## config.mk

```make
export PLATFORM = sky130hd
export DESIGN_NAME = axis_accum_responder_flat
export DESIGN_NICKNAME = d
export VERILOG_FILES = /design/src/rtl/axis_accum_responder_if.sv /design/src/rtl/axis_accum_responder.sv /design/src/flat_wrapper.sv
export SDC_FILE = /design/constraint.sdc
export NUM_CORES = 2
export LEC_CHECK = 0
export BUFFER_PORTS_ARGS = -buffer_cell sky130_fd_sc_hd__buf_2
export CAP_MARGIN = 20
export CORE_MARGIN = 2
export CORE_UTILIZATION = 40
export CTS_CLUSTER_SIZE = 28
export DETAILED_ROUTE_END_ITERATION = 8
export PLACE_DENSITY = 0.55
export SKIP_LAST_GASP = 1
export SYNTH_ARGS = -nofsm -noshare
export SYNTH_HDL_FRONTEND = slang
export SYNTH_SLANG_ARGS = --single-unit
```

## constraint.sdc

```tcl
create_clock -name axis_clk -period 6.4 [get_ports axis_clk]
set_input_delay 0.64 -clock axis_clk [delete_from_list [all_inputs] [get_ports axis_clk]]
set_output_delay 0.64 -clock axis_clk [all_outputs]
set_load 0.01 [all_outputs]
```

## src/rtl/axis_accum_responder_if.sv

```systemverilog
// axis_accum_responder_if: AXI-Lite control bus plus AXI-Stream in/out.
// master = bus driver / stream source+sink side, slave = responder side.
interface axis_accum_responder_if #(
  parameter int ADDR_W = 12,
  parameter int DATA_W = 32
);
  logic              awvalid;
  logic              awready;
  logic [ADDR_W-1:0] awaddr;
  logic              wvalid;
  logic              wready;
  logic [DATA_W-1:0] wdata;
  logic              arvalid;
  logic              arready;
  logic [ADDR_W-1:0] araddr;
  logic              rvalid;
  logic              rready;
  logic [DATA_W-1:0] rdata;
  logic              ss_tvalid;
  logic              ss_tready;
  logic [DATA_W-1:0] ss_tdata;
  logic              ss_tlast;
  logic              sm_tvalid;
  logic              sm_tready;
  logic [DATA_W-1:0] sm_tdata;
  logic              sm_tlast;

  modport master (
    output awvalid, awaddr, wvalid, wdata,
    output arvalid, araddr, rready,
    output ss_tvalid, ss_tdata, ss_tlast, sm_tready,
    input  awready, wready, arready, rvalid, rdata,
    input  ss_tready, sm_tvalid, sm_tdata, sm_tlast
  );

  modport slave (
    input  awvalid, awaddr, wvalid, wdata,
    input  arvalid, araddr, rready,
    input  ss_tvalid, ss_tdata, ss_tlast, sm_tready,
    output awready, wready, arready, rvalid, rdata,
    output ss_tready, sm_tvalid, sm_tdata, sm_tlast
  );
endinterface

```

## src/rtl/axis_accum_responder.sv

```systemverilog
// axis_accum_responder: y[n] = y[n-1] + x[n]*SCALE with ap_start/done/idle.
// Ports: axis_clk, axis_rst_n (async, low), bus (AXI-Lite + ss/sm streams).
// Optional: define ACC_SATURATE_EN for saturating sum and CTRL bit8 flag.
module axis_accum_responder #(
  parameter int ADDR_W    = 12,
  parameter int DATA_W    = 32,
  parameter int OUT_DEPTH = 2
) (
  input logic                   axis_clk,
  input logic                   axis_rst_n,
  axis_accum_responder_if.slave bus
);
  localparam int PW = $clog2(OUT_DEPTH);
  localparam logic [PW+1:0] DEPTH_L = (PW+2)'(OUT_DEPTH);

  typedef enum logic [1:0] {IDLE, RUN, DONE} state_t;
  state_t state_q, state_d;

  logic              aw_got, w_got;
  logic [7:0]        wa_q;
  logic [DATA_W-1:0] wd_q;
  logic              ar_rdy_q, rvalid_q, ar_wait;
  logic [DATA_W-1:0] rdata_q, rd_mux, ctrl;
  logic [DATA_W-1:0] length_q, scale_q, count_q;
  logic [DATA_W-1:0] acc_q, acc_nxt;
  logic              ap_done_q, ap_idle_q;
  logic              push_v, push_last;
  logic [DATA_W:0]   mem [OUT_DEPTH];
  logic [PW-1:0]     wp, rp;
  logic [PW:0]       occ_q;
  logic [PW+1:0]     lvl;
  logic              sm_valid, pop, ss_rdy, ss_fire;
  logic              wr_pend, wr_en, ar_fire, rd_clr, start_wr;
  logic              sat_bit;
  logic              unused_ok;

  assign unused_ok = ^{bus.awaddr[ADDR_W-1:8],
                       bus.araddr[ADDR_W-1:8], bus.ss_tlast};

  // Write channel: each half is held until its partner arrives.
  assign wr_pend     = aw_got && w_got;
  assign bus.awready = !aw_got;
  assign bus.wready  = !w_got;

  always_ff @(posedge axis_clk or negedge axis_rst_n) begin
    if (!axis_rst_n) begin
      aw_got <= 1'b0;
      w_got  <= 1'b0;
      wa_q   <= '0;
      wd_q   <= '0;
    end else if (wr_pend) begin
      aw_got <= 1'b0;
      w_got  <= 1'b0;
    end else begin
      if (bus.awvalid && !aw_got) begin
        aw_got <= 1'b1;
        wa_q   <= bus.awaddr[7:0];
      end
      if (bus.wvalid && !w_got) begin
        w_got <= 1'b1;
        wd_q  <= bus.wdata;
      end
    end
  end

  // Read channel: data is sampled at accept, so a same-edge write or
  // read-clear of CTRL is not yet visible in rdata.
  assign ar_fire     = bus.arvalid && ar_rdy_q;
  assign rd_clr      = ar_fire && (bus.araddr[7:0] == 8'h00);
  assign bus.arready = ar_rdy_q;
  assign bus.rvalid  = rvalid_q;
  assign bus.rdata   = rdata_q;

  always_ff @(posedge axis_clk or negedge axis_rst_n) begin
    if (!axis_rst_n) begin
      ar_rdy_q <= 1'b1;
      rvalid_q <= 1'b0;
      rdata_q  <= '0;
      ar_wait  <= 1'b0;
    end else begin
      ar_wait <= 1'b0;
      if (ar_fire) begin
        ar_rdy_q <= 1'b0;
        rvalid_q <= 1'b1;
        rdata_q  <= rd_mux;
      end
      if (rvalid_q && bus.rready) begin
        rvalid_q <= 1'b0;
        ar_wait  <= 1'b1;
      end
      if (ar_wait) ar_rdy_q <= 1'b1;
    end
  end

  always_comb begin
    ctrl    = '0;
    ctrl[1] = ap_done_q;
    ctrl[2] = ap_idle_q;
    ctrl[4] = ss_rdy;
    ctrl[5] = sm_valid;
    ctrl[8] = sat_bit;
  end

  always_comb begin
    rd_mux = '0;
    unique case (1'b1)
      bus.araddr[7:0] == 8'h00: rd_mux = ctrl;
      bus.araddr[7:0] == 8'h10: rd_mux = length_q;
      bus.araddr[7:0] == 8'h14: rd_mux = scale_q;
      bus.araddr[7:0] == 8'h18: rd_mux = count_q;
      default:                  rd_mux = '0;
    endcase
  end

  // Stream side. The level counts the in-flight push and a same-cycle pop
  // so the buffer can never overflow yet still sustains 1 sample/cycle.
  assign sm_valid = occ_q != '0;
  assign pop      = sm_valid && bus.sm_tready;
  assign lvl      = {1'b0, occ_q} + {{(PW+1){1'b0}}, push_v}
                  - {{(PW+1){1'b0}}, pop};
  assign ss_rdy   = (state_q == RUN) && (lvl < DEPTH_L)
                  && (count_q < length_q);
  assign ss_fire  = bus.ss_tvalid && ss_rdy;

  assign bus.ss_tready = ss_rdy;
  assign bus.sm_tvalid = sm_valid;
  assign bus.sm_tdata  = sm_valid ? mem[rp][DATA_W-1:0] : '0;
  assign bus.sm_tlast  = sm_valid && mem[rp][DATA_W];

`ifdef ACC_SATURATE_EN
  logic signed [2*DATA_W-1:0] prod;
  logic [2*DATA_W:0]          sum;
  logic                       ovf, sat_q;

  assign prod = $signed(bus.ss_tdata) * $signed(scale_q);
  assign sum  = {{(DATA_W+1){acc_q[DATA_W-1]}}, acc_q}
              + {prod[2*DATA_W-1], prod};
  assign ovf  = !(&sum[2*DATA_W:DATA_W-1])
              && (|sum[2*DATA_W:DATA_W-1]);
  assign acc_nxt = !ovf ? sum[DATA_W-1:0] :
                   sum[2*DATA_W] ? {1'b1, {(DATA_W-1){1'b0}}}
                                 : {1'b0, {(DATA_W-1){1'b1}}};
  assign sat_bit = sat_q;

  always_ff @(posedge axis_clk or negedge axis_rst_n) begin
    if (!axis_rst_n) sat_q <= 1'b0;
    else begin
      if (rd_clr) sat_q <= 1'b0;
      if (state_q == IDLE && state_d == RUN) sat_q <= 1'b0;
      if (ss_fire && ovf) sat_q <= 1'b1;
    end
  end
`else
  assign acc_nxt = acc_q + bus.ss_tdata * scale_q;
  assign sat_bit = 1'b0;
`endif

  assign wr_en    = wr_pend && (state_q != RUN);
  assign start_wr = wr_en && (wa_q == 8'h00) && wd_q[0];

  always_comb begin
    state_d = state_q;
    unique case (state_q)
      IDLE: if (start_wr)
              state_d = (length_q != '0) ? RUN : DONE;
      RUN:  if (pop && bus.sm_tlast) state_d = DONE;
      DONE: state_d = IDLE;
      default: state_d = IDLE;
    endcase
  end

  always_ff @(posedge axis_clk or negedge axis_rst_n) begin
    if (!axis_rst_n) state_q <= IDLE;
    else             state_q <= state_d;
  end

  always_ff @(posedge axis_clk or negedge axis_rst_n) begin
    if (!axis_rst_n) begin
      length_q  <= '0;
      scale_q   <= '0;
      count_q   <= '0;
      acc_q     <= '0;
      ap_done_q <= 1'b0;
      ap_idle_q <= 1'b1;
      push_v    <= 1'b0;
      push_last <= 1'b0;
    end else begin
      if (rd_clr) ap_done_q <= 1'b0;
      if (wr_en) begin
        if (wa_q == 8'h10) length_q <= wd_q;
        if (wa_q == 8'h14) scale_q  <= wd_q;
      end
      push_v <= ss_fire;
      if (ss_fire) begin
        acc_q     <= acc_nxt;
        count_q   <= count_q + 1'b1;
        push_last <= (count_q + 1'b1) == length_q;
      end
      if (state_q == IDLE && state_d == RUN) begin
        acc_q     <= '0;
        count_q   <= '0;
        ap_idle_q <= 1'b0;
        ap_done_q <= 1'b0;
      end
      if (state_q != DONE && state_d == DONE) begin
        ap_done_q <= 1'b1;
        ap_idle_q <= 1'b1;
      end
    end
  end

  // Output buffer: acc is pushed one cycle after the accepting edge.
  always_ff @(posedge axis_clk or negedge axis_rst_n) begin
    if (!axis_rst_n) begin
      for (int i = 0; i < OUT_DEPTH; i++) mem[i] <= '0;
      wp    <= '0;
      rp    <= '0;
      occ_q <= '0;
    end else begin
      if (push_v) begin
        mem[wp] <= {push_last, acc_q};
        wp      <= wp + 1'b1;
      end
      if (pop) rp <= rp + 1'b1;
      occ_q <= occ_q + {{PW{1'b0}}, push_v} - {{PW{1'b0}}, pop};
    end
  end
endmodule

```

## src/flat_wrapper.sv

```systemverilog
// flat-port wrapper written by rule: the top's interface ports become plain ports
module axis_accum_responder_flat 
#(
  parameter int ADDR_W    = 12,
  parameter int DATA_W    = 32,
  parameter int OUT_DEPTH = 2
)
  (axis_clk, axis_rst_n, bus_awvalid, bus_awaddr, bus_wvalid, bus_wdata, bus_arvalid, bus_araddr, bus_rready, bus_ss_tvalid, bus_ss_tdata, bus_ss_tlast, bus_sm_tready, bus_awready, bus_wready, bus_arready, bus_rvalid, bus_rdata, bus_ss_tready, bus_sm_tvalid, bus_sm_tdata, bus_sm_tlast);
  axis_accum_responder_if #(.ADDR_W(ADDR_W), .DATA_W(DATA_W)) bus_i ();
  input logic axis_clk;
  input logic axis_rst_n;
  input wire logic [$bits(bus_i.awvalid)-1:0] bus_awvalid;
  input wire logic [$bits(bus_i.awaddr)-1:0] bus_awaddr;
  input wire logic [$bits(bus_i.wvalid)-1:0] bus_wvalid;
  input wire logic [$bits(bus_i.wdata)-1:0] bus_wdata;
  input wire logic [$bits(bus_i.arvalid)-1:0] bus_arvalid;
  input wire logic [$bits(bus_i.araddr)-1:0] bus_araddr;
  input wire logic [$bits(bus_i.rready)-1:0] bus_rready;
  input wire logic [$bits(bus_i.ss_tvalid)-1:0] bus_ss_tvalid;
  input wire logic [$bits(bus_i.ss_tdata)-1:0] bus_ss_tdata;
  input wire logic [$bits(bus_i.ss_tlast)-1:0] bus_ss_tlast;
  input wire logic [$bits(bus_i.sm_tready)-1:0] bus_sm_tready;
  output wire logic [$bits(bus_i.awready)-1:0] bus_awready;
  output wire logic [$bits(bus_i.wready)-1:0] bus_wready;
  output wire logic [$bits(bus_i.arready)-1:0] bus_arready;
  output wire logic [$bits(bus_i.rvalid)-1:0] bus_rvalid;
  output wire logic [$bits(bus_i.rdata)-1:0] bus_rdata;
  output wire logic [$bits(bus_i.ss_tready)-1:0] bus_ss_tready;
  output wire logic [$bits(bus_i.sm_tvalid)-1:0] bus_sm_tvalid;
  output wire logic [$bits(bus_i.sm_tdata)-1:0] bus_sm_tdata;
  output wire logic [$bits(bus_i.sm_tlast)-1:0] bus_sm_tlast;
  assign bus_i.awvalid = bus_awvalid;
  assign bus_i.awaddr = bus_awaddr;
  assign bus_i.wvalid = bus_wvalid;
  assign bus_i.wdata = bus_wdata;
  assign bus_i.arvalid = bus_arvalid;
  assign bus_i.araddr = bus_araddr;
  assign bus_i.rready = bus_rready;
  assign bus_i.ss_tvalid = bus_ss_tvalid;
  assign bus_i.ss_tdata = bus_ss_tdata;
  assign bus_i.ss_tlast = bus_ss_tlast;
  assign bus_i.sm_tready = bus_sm_tready;
  assign bus_awready = bus_i.awready;
  assign bus_wready = bus_i.wready;
  assign bus_arready = bus_i.arready;
  assign bus_rvalid = bus_i.rvalid;
  assign bus_rdata = bus_i.rdata;
  assign bus_ss_tready = bus_i.ss_tready;
  assign bus_sm_tvalid = bus_i.sm_tvalid;
  assign bus_sm_tdata = bus_i.sm_tdata;
  assign bus_sm_tlast = bus_i.sm_tlast;
  axis_accum_responder #(.ADDR_W(ADDR_W), .DATA_W(DATA_W), .OUT_DEPTH(OUT_DEPTH)) u_core (.axis_clk(axis_clk), .axis_rst_n(axis_rst_n), .bus(bus_i));
endmodule
```

Word level (Yosys, flattened, before mapping)

Cells that the tools add are included.

Input bits: 97
Word-level logic and storage cells: 116
Flip-flop bits (word level): 281
Output and inout port bits: 71

Magnitude comparators: 5
Reductions and logical operators: 36
Multipliers: 1
Bitwise operators: 3
Muxes and demuxes: 30
Add/sub/neg operators: 8
Equality and inequality tests: 11

Operators by type and width:

| kind                  | count |
|---|---|
| $mux 32               | 5 |
| $mux 33               | 4 |
| $pmux 32 s4           | 1 |
| $bwmux 66             | 1 |
| $eq 8x5->1 const B    | 5 |
| $demux 33 s1          | 1 |
| $add 32x1->32 const B | 1 |
| $add 32x32->32        | 1 |
| $eq 32x32->1          | 1 |
| $lt 32x32->1          | 1 |
| $mul 32x32->32        | 1 |
| $reduce_bool 32->1    | 1 |
| $logic_and 1x1->1     | 18 |
| $logic_not 8->1       | 2 |
| $mux 1                | 14 |
| $reduce_bool 2->1     | 7 |
| $reduce_and 2->1      | 4 |
| $mux 2                | 3 |
| $eq 2x1->1 const B    | 2 |
| $ge 2x2->1 const B    | 2 |
| $not 1->2             | 2 |
| $pmux 2 s2            | 1 |
| $add 2x1->3           | 1 |
| $lt 3x2->1 const B    | 1 |
| 12 further kinds      | 14 |

Depth between registers and ports, before layout

Depth after elaboration: 12
Gate-level depth with buffers: 28
Mapped depth without buffers: 26

Worst setup path after synthesis

OpenSTA, ideal clock, no wires.

Path kind: input to register
From: input port bus_ss_tdata[12]
To: register u_core.acc_q[30]
Arrival: 7.204 ns
Cell stages on the path: 26
Setup time: 0.095 ns
Setup slack: -0.899 ns
Path through: clkbuf_1 -> clkbuf_1 -> and2_1 -> fa_1 -> fa_1 -> fa_1 -> inv_1 -> fa_1 -> inv_1 -> fa_1 -> inv_1 -> fa_1 -> inv_1 -> fa_1 -> inv_1 -> fa_1 -> inv_1 -> ha_1 -> a21o_1 -> a21o_1 -> a21o_1 -> a41o_1 -> a2111oi_0 -> a2111oi_0 -> o21a_1 -> o31ai_1

Cells in the longest elaborated chain, start to end: 4

RTL lines:

| item                 | RTL line                    | source |
|---|---|---|
| start, declared      | flat_wrapper.sv:20          | `input wire logic [$bits(bus_i.ss_tdata)-1:0] bus_ss_tdata;` |
| $mul 32x32->32       | axis_accum_responder.sv:154 | `assign acc_nxt = acc_q + bus.ss_tdata * scale_q;` |
| $add 32x32->32       | axis_accum_responder.sv:154 |  |
| $mux 32              | axis_accum_responder.sv:194 | `if (ss_fire) begin` |
| $mux 32              | axis_accum_responder.sv:199 | `if (state_q == IDLE && state_d == RUN) begin` |
| end signal, assigned | axis_accum_responder.sv:195 | `acc_q <= acc_nxt;` |
| end, declared        | axis_accum_responder.sv:25  | `logic [DATA_W-1:0] acc_q, acc_nxt;` |

No other way between the ends. The select of a mux whose other input is x is not followed.
A chain may end at the register's enable or synchronous reset.

Final worst setup path

From: register u_core.scale_q[2]
To: register u_core.acc_q[30]

Cells in the longest elaborated chain, start to end: 4

RTL lines:

| item                   | RTL line                    | source |
|---|---|---|
| start, declared        | axis_accum_responder.sv:24  | `logic [DATA_W-1:0] length_q, scale_q, count_q;` |
| start signal, assigned | axis_accum_responder.sv:191 | `if (wa_q == 8'h14) scale_q <= wd_q;` |
| $mul 32x32->32         | axis_accum_responder.sv:154 |  |
| $add 32x32->32         | axis_accum_responder.sv:154 |  |
| $mux 32                | axis_accum_responder.sv:194 |  |
| $mux 32                | axis_accum_responder.sv:199 |  |

No other way between the ends. The select of a mux whose other input is x is not followed.

==> metrics.md <==
| Metric | Value |
|---|---|
| Status | finished with violations |
| Violated checks | negative setup slack |
| Die area | 0.07875 sq mm |
| Critical Path Fanout Max | 10 |
| Number of synthesized register bits | 281 |
| Pre-antenna DRT Iters | 7 |
| FF-to-FF path depth | 23 |
| Die height | 280.6 microns |
| Comb power frac | 0.122 |
| FFs w/ async S/R, synth | 1.000 |
| Post-synth EDFFs | 0 |
| Bufs and invs on worst path | 5 |
| Clock Latency Late Sink | 0.55 ns |
| Synth cell types | 78 |
| FMAX | 144.5 MHz |
| Synth warnings | 0 |
| Initial antenna violation count | 8 |
| HP Class | input pin to asynchronous set/reset pin |
| Fin worst setup slack | -0.5209 ns |
| Internal Power | 3.392 mW |
| Delay-heaviest family, CP | adder cells |
| Switching power total | 1.327 mW |
| Crit path required time | 6.85 ns |
| Slew Viols, Final | 0 |
| DR vias/cell | 5.040 |
| Clk network pwr share | 0.425 |
| Die W | 280.6 microns |
| Critical path depth in cells | 23 |
| Setup crit end | u_core.acc_q[30] |
| Antenna fix cells | 0 |
| Row Count | 101 |
| Initial DRC count | 1201 |
| Vias | 22.80k |
| Flop-to-flop setup slack | -0.52 ns |
| Layout cells sized above 1 | 0.1997 |
| RSZ-0062 raised after global routing | true |
| Vias in the first global route | 24.24k |
| Clock Sinks | 281 |
| First-pass GRT wire length | 141000 microns |
| H-tree depth | 2 |
| Tot GR Track Use | 0.2338 |
| Routed wire length | 88800 microns |
| Lkg Pwr | 18.02 nW |
| Worst-path cell chain | buf_12 > and2_1 > fa_1 > fa_1 > fa_1 > inv_1 > fa_1 > inv_1 > fa_1 > fa_1 > fa_1 > inv_1 > fa_1 > inv_1 > ha_4 > a21o_1 > a21o_1 > a21o_1 > a41o_1 > a2111oi_4 > a2111oi_2 > o21a_1 > o31ai_1 |
| Hpwl dp | 71880 microns |
| GR Layer Usage met1 | 0.3045 |
| Residual DRC | 0 |
| Critical-path top delay cell | fa_1 |
| Slew HR | 0.1207 |
| Routed len/inst | 19.63 microns |
| Sw Share | 0.2812 |
| Avg Inst Size Synth | 9.509 sq um |
| CP arrival | 7.37 ns |
| CTS tree | done |
| Main synth FF type | dfrtp_1 |
| Worst Skew | 0.01864 ns |
| Initial core utilization | 0.4037 |
| Clk slew on worst S/H paths | 0.06 ns |
| Nets | 4215 |
| Reg-to-Reg Start | u_core.scale_q[2] |
| Top Usage Layer GRT | met2 |
| Synthesized instance count | 3219 |
| Hold_buf cts | 0 |
| Final-report hold violation count | 0 |
| Tot Pwr | 4.718 mW |
| Worst flop-to-flop path endpoint | u_core.acc_q[30] |
| Worst Tran Pin Value | 1.286 ns |
| GP Congestion | 0.8768 |
| Final Critical Period | 6.921 ns |
| CTS Buf Count | 35 |
| Clock buffer depth | 3 |
| CP Launch Point | u_core.scale_q[2] |
| Final ANT Viol Nets | 0 |
| Cell Pwr Density | 130.5 mW/mm^2 |
| Core Util, Final | 0.4767 |
| Met2 global-route usage | 0.4049 |
| Sequential fraction of the synthesis area | 0.2298 |
| Core area | 0.07582 sq mm |
| Largest net degree at the start of global routing | 154 |
| Root Driver | clkbuf_16 |
| IO Pins | 168 |
| Crit path kind | flop to flop |
| CP max stage delay | 0.57 ns |
| Max Cap Viol | 0 |
| Tcrit/Tclk final | 1.081 |
| VDD IR-drop max | 0.2187 mV |
| Most numerous cell on the critical path | fa_1 |
| Final setup vio count | 15 |
| CP startpoint kind | flop |
| Part of the power in registers | 0.453 |
| Syn_nets | 3914 |
| Port-buffer cells | 158 |
| Mapped Area | 0.03061 sq mm |
| Grt total ovfl | 0 |
| Synth-to-Final Area Change | 18.08% |
| CP Capture Type | flop |
| Grt met3 use | 0.03073 |
==> how the worst min path moves through the flow <==
stage	endpoint	slack, ns	depth (start not counted)
floorplan	u_core.acc_q[0]	0.34	0
global placement	u_core.bus.arready	0.42	1
detailed placement	u_core.bus.arready	0.43	1
CTS	u_core.wd_q[24]	0.08	1
global route	u_core.wd_q[24]	0.11	1
finish	u_core.wd_q[24]	0.07	1
==> stage by stage <==
stage	TNS (ns)	area, sq um	hold slack (ns)	instances	worst slack [ns]
after floorplan	-1.338	30750	0.3444	3219	-0.4409
after global placement	-9.766	34310	0.4170	4440	-0.8008
after detailed placement	-10.05	34330	0.4315	4441	-0.8698
after CTS	-4.965	35860	0.08236	4517	-0.5392
after global routing	-8.675	36140	0.1135	4524	-0.7827
final	-4.542	36140	0.06755	4524	-0.5209
==> cell usage in the layout (no fill, tap or decap), types with 6 or more instances in the layout <==
| cell type | n |
|---|---|
| nand2_1 | 379 |
| clkinv_2 | 6 |
| ha_4 | 19 |
| nand3_1 | 62 |
| a21oi_1 | 46 |
| dfrtp_1 | 275 |
| nor2_1 | 88 |
| a21oi_2 | 6 |
| a22o_1 | 7 |
| a21o_1 | 20 |
| a21boi_0 | 13 |
| and2_1 | 315 |
| nor3_1 | 15 |
| and3_1 | 6 |
| xnor2_1 | 97 |
| clkbuf_1 | 9 |
| clkbuf_8 | 8 |
| ha_1 | 139 |
| nand4_1 | 15 |
| mux2_2 | 101 |
| o21a_1 | 16 |
| fa_2 | 6 |
| buf_2 | 158 |
| o21ai_0 | 154 |
| inv_1 | 544 |
| nor4_1 | 13 |
| nand2b_1 | 6 |
| fa_1 | 433 |
| buf_12 | 28 |
| or3_1 | 6 |
| xor2_1 | 36 |
| buf_6 | 7 |
| buf_4 | 246 |
| clkbuf_16 | 35 |
| mux2i_1 | 78 |
==> per-layer routing <==
metal | up-vias | wire, microns
met1 | 11565 | 37890
li1 | 10589 | -
met4 | 6 | 2852
met2 | 508 | 44420
met5 | - | 40
met3 | 134 | 3592
==> layout make-up <==
class	count	area (sq um)
clock buffers	52	1020
clock inverters	11	130.1
fillers	7353	39680
inverters	549	2061
multi-input cells	2212	21350
flip-flops and latches	281	7039
well taps	978	1224
repair buffers	441	3319
==> flip-flops by register name (all words and copies together) (netlist names), 2 cells and up <==
register and cells:
u_core.mem 66, u_core.acc_q 32, u_core.bus.rdata 32, u_core.count_q 32, u_core.length_q 32, u_core.scale_q 32
u_core.wd_q 32, u_core.wa_q 8, u_core.occ_q 2, u_core.state_q 2
==> power groups by stage <==
| stage | clock, mW | sequential [mW] | combinational, mW |
|---|---|---|---|
| 3_5_place_dp | 0 | 2.18 | 0.575 |
| 4_1_cts | 2.05 | 2.14 | 0.579 |
| 5_1_grt | 2.12 | 2.16 | 0.626 |
| 3_3_place_gp | 0 | 2.17 | 0.571 |
| 6_report | 2.00 | 2.14 | 0.574 |
| 2_1_floorplan | 0 | 2.03 | 0.392 |
==> synth_stat cells (3+ instances only) <==
cell       count  share of area
dfrtp_1      279           0.23
a31oi_1        8         0.0016
xor2_1        37          0.011
or3_1          7         0.0014
a21o_1        20         0.0049
nand2_1      381          0.047
a22oi_1        4        0.00098
nor3_1        15         0.0025
a211oi_1       7         0.0017
a21boi_0      16         0.0039
o21bai_1       3        0.00074
and3_1         8         0.0016
ha_1         159          0.065
and2_1       320          0.065
a2111oi_0      5         0.0014
buf_6          5         0.0018
o31ai_1        3        0.00074
xnor2_1      101          0.029
a22o_1         7         0.0020
a2111o_1       3         0.0011
and4_1         5         0.0014
nand4_1       15         0.0031
buf_1          5        0.00061
buf_2         11         0.0018
inv_1        549          0.067
fa_1         439           0.29
mux2_2       101          0.037
o21a_1        17         0.0042
nor4_1        13         0.0027
clkbuf_1     151          0.019
nand2b_1       7         0.0014
o21ai_0      162          0.026
o211ai_1       3        0.00074
a21oi_1       53         0.0087
mux2i_1       78          0.026
nor2_1        94          0.012
nor2b_1        7         0.0014
nand3_1       63          0.010
==> worst register-to-register path: stages (launching register included) <==
cell and delay [ns]:
dfrtp_1 0.41, buf_12 0.16, and2_1 0.18, fa_1 0.57
fa_1 0.44, fa_1 0.51, inv_1 0.06, fa_1 0.53
inv_1 0.05, fa_1 0.46, fa_1 0.50, fa_1 0.50
inv_1 0.06, fa_1 0.48, inv_1 0.06, ha_4 0.22
a21o_1 0.18, a21o_1 0.15, a21o_1 0.18, a41o_1 0.27
a2111oi_4 0.31, a2111oi_2 0.12, o21a_1 0.20, o31ai_1 0.22
==> what timing repair did <==
action / CTS / global route
setup endpoints to repair: 15 / 19
setup buffers: 13 / 5
pin swaps: 33 / 30
gates cloned: 1 / 0
gates resized for setup: 59 / 29
==> logic make-up (layout without fill, tap and decap cells) <==
kind of cell	count (synthesis)	in the layout	synth area share
simple gates	960	960	0.1573
compound gates	336	336	0.06663
buf+inv	726	1053	0.09124
mux	179	179	0.06266
fa+ha+maj	598	598	0.3521
xor+xnor	139	139	0.04022
flops	281	281	0.2298
Note: power is estimated with default switching activity, not from simulation.
